==> config.mk <==
export PLATFORM = sky130hd
export DESIGN_NAME = vga_scanout
export DESIGN_NICKNAME = d
export VERILOG_FILES = /design/src/rtl/vga_scanout.sv
export SDC_FILE = /design/constraint.sdc
export NUM_CORES = 1
export LEC_CHECK = 0
export CORE_AREA = 2 2 88 56
export DETAILED_ROUTE_END_ITERATION = 8
export DIE_AREA = 0 0 90 58
export DONT_BUFFER_PORTS = 1
export PLACE_DENSITY = 0.69
export SYNTH_ARGS = -nofsm -noshare
export SYNTH_HDL_FRONTEND = slang
export SYNTH_SLANG_ARGS = --single-unit
==> constraint.sdc <==
create_clock -name clk -period 3.3 [get_ports clk]
set_clock_uncertainty 0.15 [all_clocks]
set_input_delay 0.165 -clock clk [delete_from_list [all_inputs] [get_ports clk]]
set_output_delay 0.165 -clock clk [all_outputs]
set_load 0.005 [all_outputs]
==> src/rtl/vga_scanout.sv <==
// VGA 640x480@60 timing plus a 64x64 monochrome framebuffer reader, shown 4x scaled in a window.
// Defining VGA_SCANOUT_BORDER_EN draws a green 1-pixel ring just outside the window.
module vga_scanout #(
  parameter int unsigned PIX_DIV  = 2,
  parameter int unsigned H_ACTIVE = 640,
  parameter int unsigned H_FP     = 16,
  parameter int unsigned H_SYNC   = 96,
  parameter int unsigned H_BP     = 48,
  parameter int unsigned V_ACTIVE = 480,
  parameter int unsigned V_FP     = 10,
  parameter int unsigned V_SYNC   = 2,
  parameter int unsigned V_BP     = 33,
  parameter int unsigned WIN_X    = 192,
  parameter int unsigned WIN_Y    = 112,
  parameter logic [11:0] FG_COLOR = 12'hFFF,
  parameter logic [11:0] BG_COLOR = 12'h000
) (
  input  logic        clk,
  input  logic        reset,
  output logic [8:0]  vaddr,
  input  logic [31:0] vdata,
  output logic        hsync,
  output logic        vsync,
  output logic        de,
  output logic [11:0] rgb,
  output logic        frame_start
);

  localparam int unsigned H_TOTAL = H_ACTIVE + H_FP + H_SYNC + H_BP;
  localparam int unsigned V_TOTAL = V_ACTIVE + V_FP + V_SYNC + V_BP;
  localparam int unsigned HW      = $clog2(H_TOTAL);
  localparam int unsigned VW      = $clog2(V_TOTAL);
  localparam int unsigned DW      = (PIX_DIV > 1) ? $clog2(PIX_DIV) : 1;

  logic [DW-1:0] div_q;
  logic          tick;
  logic [HW-1:0] h_q;
  logic [VW-1:0] v_q;
  logic          h_wrap, v_wrap;

  assign tick   = (div_q == DW'(PIX_DIV - 1));
  assign h_wrap = (h_q == HW'(H_TOTAL - 1));
  assign v_wrap = (v_q == VW'(V_TOTAL - 1));

  always_ff @(posedge clk) begin
    if (reset) begin
      div_q <= '0;
    end else if (tick) begin
      div_q <= '0;
    end else begin
      div_q <= div_q + 1'b1;
    end
  end

  always_ff @(posedge clk) begin
    if (reset) begin
      h_q <= '0;
      v_q <= '0;
    end else if (tick) begin
      h_q <= h_wrap ? '0 : h_q + 1'b1;
      if (h_wrap) begin
        v_q <= v_wrap ? '0 : v_q + 1'b1;
      end
    end
  end

  // Stage 0: 12-bit offsets so positions left of / above the window wrap far above 255.
  logic [11:0] wx, wy;
  logic [5:0]  col, row;
  logic        active, win, hs_raw, vs_raw;

  assign wx     = 12'(h_q) - 12'(WIN_X);
  assign wy     = 12'(v_q) - 12'(WIN_Y);
  assign win    = (wx < 12'd256) && (wy < 12'd256);
  assign col    = 6'(wx >> 2);
  assign row    = 6'(wy >> 2);
  assign active = (h_q < HW'(H_ACTIVE)) && (v_q < VW'(V_ACTIVE));
  assign hs_raw = !((h_q >= HW'(H_ACTIVE + H_FP)) && (h_q < HW'(H_ACTIVE + H_FP + H_SYNC)));
  assign vs_raw = !((v_q >= VW'(V_ACTIVE + V_FP)) && (v_q < VW'(V_ACTIVE + V_FP + V_SYNC)));

  // Stage 1
  logic [8:0] vaddr_q;
  logic [4:0] bit_q;
  logic       act_q, win_q, hs_q, vs_q, first_q;

  always_ff @(posedge clk) begin
    if (reset) begin
      vaddr_q <= '0;
      bit_q   <= '0;
      act_q   <= 1'b0;
      win_q   <= 1'b0;
      hs_q    <= 1'b1;
      vs_q    <= 1'b1;
      first_q <= 1'b0;
    end else if (tick) begin
      if (win) begin
        vaddr_q <= {row, col[5], 2'b00};
      end
      bit_q   <= col[4:0];
      act_q   <= active;
      win_q   <= win;
      hs_q    <= hs_raw;
      vs_q    <= vs_raw;
      first_q <= (h_q == '0) && (v_q == '0);
    end
  end

`ifdef VGA_SCANOUT_BORDER_EN
  localparam logic [11:0] BORDER_COLOR = 12'h0F0;
  logic x_edge, y_edge, x_in, y_in, ring_q;

  assign x_edge = (wx == 12'hFFF) || (wx == 12'd256);
  assign y_edge = (wy == 12'hFFF) || (wy == 12'd256);
  assign x_in   = (wx == 12'hFFF) || (wx <= 12'd256);
  assign y_in   = (wy == 12'hFFF) || (wy <= 12'd256);

  always_ff @(posedge clk) begin
    if (reset) begin
      ring_q <= 1'b0;
    end else if (tick) begin
      ring_q <= (x_edge && y_in) || (y_edge && x_in);
    end
  end
`endif

  // Stage 2
  logic [11:0] rgb_d, rgb_q;
  logic        de_q, hsync_q, vsync_q, fs_q;

  always_comb begin
    rgb_d = '0;
    if (!act_q) begin
      rgb_d = '0;
`ifdef VGA_SCANOUT_BORDER_EN
    end else if (ring_q) begin
      rgb_d = BORDER_COLOR;
`endif
    end else if (!win_q) begin
      rgb_d = BG_COLOR;
    end else if (vdata[bit_q]) begin
      rgb_d = FG_COLOR;
    end else begin
      rgb_d = BG_COLOR;
    end
  end

  always_ff @(posedge clk) begin
    if (reset) begin
      rgb_q   <= '0;
      de_q    <= 1'b0;
      hsync_q <= 1'b1;
      vsync_q <= 1'b1;
      fs_q    <= 1'b0;
    end else begin
      // Evaluated every clock so the pulse is one clk wide regardless of PIX_DIV.
      fs_q <= first_q && tick;
      if (tick) begin
        rgb_q   <= rgb_d;
        de_q    <= act_q;
        hsync_q <= hs_q;
        vsync_q <= vs_q;
      end
    end
  end

  assign vaddr       = vaddr_q;
  assign hsync       = hsync_q;
  assign vsync       = vsync_q;
  assign de          = de_q;
  assign rgb         = rgb_q;
  assign frame_start = fs_q;

endmodule

==> out/metrics.yaml, run 1 <==
sta:
  setup_viol: 0
  timing.final.crit_period_ns: 2.31
  finalHoldViolations: 0
  post-route-period-util: 0.699
  slew_headroom: 0.416
  fmax_mhz: 434
  rsz0062_at_grt: "false"
  worst_hold_slack_ns: 0.0314
  worst_pin_slew_ns: 0.872
  final_max_slew_viol_count: 0
  final.setup.tns_ns: 0
clocking:
  cts_buffers: 5
  h-tree-depth: 2
  cts_resized: 0
  tritoncts: "built"
  clk_pin_slew_ns: 0.08
  numClockSinks: 43
  root_buffer: "clkbuf_8"
  clk_latency_ns: 0.30
  clockBufferDepth: 2
synthesis:
  synthesis.area_sq_um: 2370
  synth_ff_type: "dfxtp_1"
  synth.most_common_cell: "dfxtp_1"
  synth_edf_count: 0
  ys_seq_elements: 43
  synth_top_area_cell: "dfxtp_1"
  ys_warn_count: 0
  synth.avg_cell_area_sq_um: 9.02
  synthArstFlopShare: 0
  synth.top_cell.area_share: 0.363
  synthTopCellsByCount: "dfxtp_1 (43), nor2_1 (40), mux2i_1 (23)"
  synth.distinct_cells: 45
  ys_top_cells_by_area: "dfxtp_1 (36%), mux2i_1 (9.7%), nor2_1 (6.3%)"
  synthCells: 263
  ys_seq_area_frac: 0.363
power_and_ir_drop:
  p_leak_nw: 0.885
  p_per_area_nw_per_um2: 396
  ir_drop_mv: 0.227
  finalPower_mw: 0.954
global_route:
  antenna_found_initial: 0
  grt_max_degree: 23
  first_global_vias: 1558
  grt_pass1_wl_um: 8090
  grt_overflow: 0
  grt_use_total: 0.201
final_layout:
  finalNonFillerCells: 309
  fillers: 415
  regArea_sq_um: 861
  final_cell_area_sq_um: 2410
  synthToLayoutAreaGrowth_pct: 1.69
  insertedDiodeCount: 0
  nets: 289
  drive_gt1_frac: 0.0610
  multiInputGateArea_sq_um: 1300
placement:
  dpl.cell_count: 300
  port_buffers: 0
  place_area_sq_um: 2300
  gp_congestion: 0.787
  dp_hpwl_um: 3620
route:
  wl_um: 4910
  drc_errors: 0
  drt_iter0_markers: 103
  first_pass_iters: 4
  ant_nets: 0
  vias: 1728
  avgViaCountPerCell: 5.59
  wire_per_inst_um: 15.9
floorplanning:
  die_width_um: 90
  start_util: 0.536
  die_y_um: 58
  fp-row-count: 19
  pin_count: 59
  dieArea_sq_um: 5220
  coreArea_sq_um: 4420
setup_path:
  critPathKind: "register to register"
  cp_max_fo: 15
  slowest_delay_ns: 0.59
  worst_ep_arrival_time_ns: 2.35
  cp_cell_sequence: "buf_4 > mux4_1 > mux2_2 > a221o_1 > a32o_1"
  critPathSlowestCell: "mux4_1"
  start_kind: "register"
  end_kind: "register"
  critPathRequiredTime_ns: 3.34
min_path:
  hp-class: "input pin to register"
status:
  outcome: "finished clean"
job:
  maxCapViolations: 0
==> final timing paths <==
kind	start	end	slack [ns]	cells past startpoint
max	bit_q[0]$_SDFFE_PP0P_	rgb[10]$_SDFFE_PP0P_	0.99	5
min	reset	h_q[7]$_SDFFE_PP0P_	0.03	2
max reg2reg	bit_q[0]$_SDFFE_PP0P_	rgb[10]$_SDFFE_PP0P_	0.99	5
min reg2reg	first_q$_SDFFE_PP0P_	first_q$_SDFFE_PP0P_	0.33	1
==> report_power, final <==
part           switching [mW]  internal [mW]  leakage (nW)
clock network           0.174          0.191        0.0515
registers             0.00944          0.527         0.348
logic                  0.0273         0.0251         0.486
==> cell type report <==
type | count | area share
multi-input combinational | 179 | 0.538
sequential | 43 | 0.357
clock buffer | 8 | 0.0415
tap | 63 | 0.0327
inverter | 13 | 0.0202
timing repair buffer | 3 | 0.0104
==> timing repair <==
item                                    in CTS  in global routing
endpoints found under the setup margin       0                  0
hold buffers                                 1                  0
buffers inserted                             0                  0
endpoints found under the hold margin       22                  0
==> state kept, by name (all words and copies together), names as in the netlist, 5 cells and up <==
register  cells
bit_q         5
vaddr         7
h_q          10
v_q          10
==> logic make-up after synthesis <==
kind of cell    after synthesis  synth area share
other cells                   1           0.00158
fa+ha+maj                    10            0.0528
flops                        43             0.363
compound gates               25            0.0776
mux                          28             0.143
simple gates                 90             0.182
xor+xnor                     24            0.0887
buf+inv                      42            0.0913
==> metal layers <==
| layer | share of wire | track usage | up-vias |
|---|---|---|---|
| li1 | - | - | 858 |
| met1 | 0.52 | 0.299 | 782 |
| met2 | 0.38 | 0.277 | 80 |
| met3 | 0.089 | 0.0598 | 8 |
| met4 | 0.014 | 0.0659 | 0 |
| met5 | 0 | 0 | - |
==> stage by stage <==
stage | worst slack (ns) | util
4_1_cts | 0.980 | 0.545
3_5_place_dp | 0.980 | 0.520
5_1_grt | 0.794 | 0.545
3_3_place_gp | 1.06 | 0.520
6_report | 0.994 | 0.545
2_1_floorplan | 1.28 | -
==> layout by cell type (no fill, tap or decap), drive strengths merged, types with 3 or more instances in the layout <==
master and instances:
nor2 40, o21ai 3, nand3 7, xnor2 13
nor2b 5, nor3 4, nand2 14, xor2 11
mux2i 23, clkbuf 8, nand4 7, mux4 4
dfxtp 43, ha 10, inv 13, nor4 5
a21oi 5
==> critical path: cells and delay by family (launching register included) <==
| family | cells | cell delay, ns |
|---|---|---|
| buf+inv | 1 | 0.25 |
| mux | 2 | 0.86 |
| flops | 1 | 0.38 |
| compound gates | 2 | 0.57 |
Note: power is estimated with default switching activity, not from simulation.
==> run 2: changes to the inputs <==
==> constraint.sdc (replaced) <==
create_clock -name clk -period 2.2 [get_ports clk]
set_clock_uncertainty 0.15 [all_clocks]
set_input_delay 0.11 -clock clk [delete_from_list [all_inputs] [get_ports clk]]
set_output_delay 0.11 -clock clk [all_outputs]
set_load 0.005 [all_outputs]
==> run 2 against run 1 <==
First-iteration DRC count up 60%; largest power group unchanged; maximum frequency is 7.9% higher; wire length up 3.6%; critical path type unchanged; total power increased by 68%; combinational power up 61%; die area unchanged; utilization increased by 3.1 points; via count is 5.0% higher; largest cell class unchanged; setup slack lost 0.93 ns; critical endpoint unchanged; critical path depth decreased by 1; sequential share of layout area down 1.9 points; global-route usage grew 0.42 points.
==> out/metrics.yaml, run 2 (same netlist as run 1, synthesis figures left out) <==
placement:
  port_buffers: 0
  dp_hpwl_um: 3790
  dp_slack_ns: 0.0509
  place_area_sq_um: 2400
  dpl.cell_count: 313
  gp_congestion: 0.839
setup_path:
  start_kind: "register"
  critPathRequiredTime_ns: 2.24
  cp_cell_sequence: "mux4_1 > mux2_2 > a221o_1 > a32o_1"
  worst_ep_arrival_time_ns: 2.18
  rr_worst_depth: 4
  critPathKind: "register to register"
  slowest_delay_ns: 0.59
  end_kind: "register"
  critPathSlowestCell: "mux4_1"
  cp_max_fo: 5
power_and_ir_drop:
  p_per_area_nw_per_um2: 629
  ir_drop_mv: 0.472
  p_leak_nw: 0.967
  finalPower_mw: 1.60
global_route:
  antenna_found_initial: 0
  grt_overflow: 0
  grt_max_degree: 25
  grt_pass1_wl_um: 8560
  first_global_vias: 1694
  grt_use_total: 0.205
sta:
  rsz0062_at_grt: "false"
  slew_headroom: 0.417
  worst_pin_slew_ns: 0.872
  final_max_slew_viol_count: 0
  post-route-period-util: 0.972
  fin_ws_ns: 0.0620
  fmax_mhz: 468
  finalHoldViolations: 0
  setup_viol: 0
  final.setup.tns_ns: 0
  timing.final.crit_period_ns: 2.14
  worst_hold_slack_ns: 0.0837
final_layout:
  insertedDiodeCount: 0
  drive_gt1_frac: 0.112
  final_common_cell: "dfxtp_1"
  final_cell_area_sq_um: 2550
  utilization: 0.576
  final_cell_mix: "dfxtp_1 (43), nor2_1 (40), mux2i_1 (23)"
  finalNonFillerCells: 322
  synthToLayoutAreaGrowth_pct: 7.44
  nets: 302
status:
  outcome: "finished clean"
route:
  first_pass_iters: 4
  vias: 1814
  avgViaCountPerCell: 5.63
  wire_per_inst_um: 15.8
  wl_um: 5090
  drc_errors: 0
  drt_iter0_markers: 165
  ant_nets: 0
floorplanning:
  fp-row-count: 19
  pin_count: 59
  dieArea_sq_um: 5220
  die_width_um: 90
  start_util: 0.536
  die_y_um: 58
  coreArea_sq_um: 4420
clocking:
  h-tree-depth: 2
  tritoncts: "built"
  clk_latency_ns: 0.29
  numClockSinks: 43
  cts_buffers: 5
  root_buffer: "clkbuf_8"
  clk_pin_slew_ns: 0.08
  clockBufferDepth: 2
min_path:
  hp-class: "input pin to register"
  min_delay_path_depth: 3
job:
  maxCapViolations: 0
## run 2: metal layers
| layer | track usage | wire length [um] |
|---|---|---|
| met3 | 0.0650 | 467 |
| met5 | 0 | 0 |
| met2 | 0.299 | 2070 |
| met1 | 0.299 | 2520 |
| met4 | 0.0462 | 30 |
## run 2: area by class of cell
type	instances	area, sq um
Clock buffer	6	72.6
Tap cell	63	78.8
Multi-Input combinational cell	179	1300
Inverter	13	48.8
Clock inverter	2	60.1
Timing Repair Buffer	16	123
Sequential cell	43	861
Fill cell	409	1870
## run 2: worst paths after layout
path | from | endpoint | slack (ns)
max | bit_q[0]$_SDFFE_PP0P_ | rgb[10]$_SDFFE_PP0P_ | 0.06
min | reset | rgb[10]$_SDFFE_PP0P_ | 0.08
max reg2reg | bit_q[0]$_SDFFE_PP0P_ | rgb[10]$_SDFFE_PP0P_ | 0.06
min reg2reg | vs_q$_SDFFE_PP1P_ | vsync$_SDFFE_PP1P_ | 0.32
## run 2: critical path, delay by kind of cell (launching register included)
kind	cells	cell delay [ns]
muxes	2	0.87
AOI/OAI and AO/OA	2	0.57
DFF	1	0.45
## run 2: report_power, final
group / internal, mW / leakage, nW / switching (mW)
clock: 0.454 / 0.0654 / 0.263
combinational: 0.0393 / 0.553 / 0.0451
sequential: 0.791 / 0.348 / 0.0105
total: 1.28 / 0.967 / 0.319
## run 2: what timing repair did
action                                 4_1_cts  5_1_grt
endpoints found under the hold margin       42        0
resized for setup                            0        1
setup endpoints to repair                    0        1
setup buffers                                0        0
hold buffers                                 1        0
==> run 3: changes to the inputs <==
--- a/config.mk
+++ b/config.mk
@@ -10,6 +10,7 @@
 export DIE_AREA = 0 0 90 58
 export DONT_BUFFER_PORTS = 1
 export PLACE_DENSITY = 0.69
+export REMOVE_ABC_BUFFERS = 1
 export SYNTH_ARGS = -nofsm -noshare
 export SYNTH_HDL_FRONTEND = slang
 export SYNTH_SLANG_ARGS = --single-unit
==> run 3 against run 2 <==
Critical path depth did not move; hold slack improved by 0.0061 ns; clock power fell by 18%; sequential power barely moved; first-iteration DRC count fell by 24%; cell count fell by 1.6%; critical path type unchanged; die area did not move; largest cell class unchanged; largest power group unchanged; combinational power rose by 2%; via count fell by 6.7%; maximum frequency rose by 4.4%; sequential share of layout area rose by 0.94 points.
==> out/metrics.yaml, run 3 (same netlist as run 1, synthesis figures left out) <==
status:
  outcome: "finished clean"
clocking:
  numClockSinks: 43
  clockBufferDepth: 2
  tritoncts: "built"
  root_buffer: "clkbuf_8"
  clk_pin_slew_ns: 0.08
  h-tree-depth: 2
  cts_buffers: 5
  clk_latency_ns: 0.29
  post_cts_buffers: 0
final_layout:
  drive_gt1_frac: 0.0945
  final_cell_mix: "dfxtp_1 (42), nor2_1 (40), mux2i_1 (23)"
  finalNonFillerCells: 317
  insertedDiodeCount: 0
  synthToLayoutAreaGrowth_pct: 4.70
  nets: 298
  final_common_cell: "dfxtp_1"
route:
  avgViaCountPerCell: 5.34
  wire_per_inst_um: 14.5
  drc_errors: 0
  ant_nets: 0
  wl_um: 4600
  first_pass_iters: 4
  drt_iter0_markers: 126
  vias: 1692
global_route:
  grt_use_total: 0.191
  grt_overflow: 0
  antenna_found_initial: 0
  grt_max_degree: 25
  first_global_vias: 1574
  grt_pass1_wl_um: 7780
placement:
  gp_congestion: 0.850
  dp_hpwl_um: 3380
  port_buffers: 0
  dpl.cell_count: 309
floorplanning:
  die_width_um: 90
  fp-row-count: 19
  start_util: 0.536
  coreArea_sq_um: 4420
  dieArea_sq_um: 5220
  die_y_um: 58
  pin_count: 59
sta:
  post-route-period-util: 0.931
  finalHoldViolations: 0
  slew_headroom: 0.376
  rsz0062_at_grt: "false"
  setup_viol: 0
  timing.final.crit_period_ns: 2.05
  final.setup.tns_ns: 0
  worst_pin_slew_ns: 0.932
  final_max_slew_viol_count: 0
  fmax_mhz: 488
setup_path:
  critPathRequiredTime_ns: 2.24
  end_kind: "register"
  cp_top_family: "multiplexers"
  start_kind: "register"
  slowest_delay_ns: 0.57
  critPathBufInv: 0
  critPathKind: "register to register"
  worst_ep_arrival_time_ns: 2.09
  cp_cell_sequence: "mux4_1 > mux2_2 > a221o_1 > a32o_1"
  cp_max_fo: 4
  critPathSlowestCell: "mux4_1"
power_and_ir_drop:
  ir_drop_mv: 0.345
  finalPower_mw: 1.47
  p_leak_nw: 0.932
  p_per_area_nw_per_um2: 594
min_path:
  hp-class: "input pin to register"
job:
  maxCapViolations: 0
run 3: timing repair:
action                                  CTS  global route
endpoints found under the hold margin    43             0
endpoints found under the setup margin    0             4
hold buffers                              1             0
gates resized for setup                   0             1
run 3: area by class of cell:
class,count,area (sq um)
repair buffers,12,92.6
clock inverters,1,30.0
well taps,63,78.8
inverters,13,48.8
multi-input cells,179,1300
clock buffers,6,72.6
flip-flops and latches,43,862
fillers,414,1940
run 3: worst min-delay path, cell delays in order:
cell and delay [ns]:
or4_1 0.10, nor4_1 0.06, o21ai_1 0.09, o31a_1 0.13
run 3: routing by layer:
layer | up-vias | share of wire | GRT usage
met5 | - | 0 | 0
met4 | 0 | 0.0063 | 0.0462
met3 | 5 | 0.090 | 0.0663
met2 | 46 | 0.38 | 0.260
met1 | 771 | 0.52 | 0.289
li1 | 870 | - | -
run 3: power breakdown:
part           total, mW  switching, mW  internal, mW
sequential         0.801         0.0100         0.791
clock              0.586          0.254         0.333
combinational     0.0864         0.0473        0.0391
total               1.47          0.311          1.16
run 3: worst paths after layout:
kind | start | end | slack (ns) | cells past startpoint
min | reset | vs_q$_SDFFE_PP1P_ | 0.09 | 4
min reg2reg | win_q$_SDFFE_PP0P_ | win_q$_SDFFE_PP0P_ | 0.32 | 2
max reg2reg | bit_q[0]$_SDFFE_PP0P_ | rgb[10]$_SDFFE_PP0P_ | 0.15 | 4
max | bit_q[0]$_SDFFE_PP0P_ | rgb[10]$_SDFFE_PP0P_ | 0.15 | 4
run 3: metrics by stage:
step	cell area, sq um	util	setup slack, ns	hold slack (ns)
after floorplan	2210	-	-0.183	0.0291
after global placement	2370	0.536	0.192	0.0332
after detailed placement	2370	0.536	0.157	0.0351
after CTS	2480	0.561	0.146	0.0862
after global routing	2480	0.561	0.00820	0.111
final	2480	0.561	0.152	0.0897
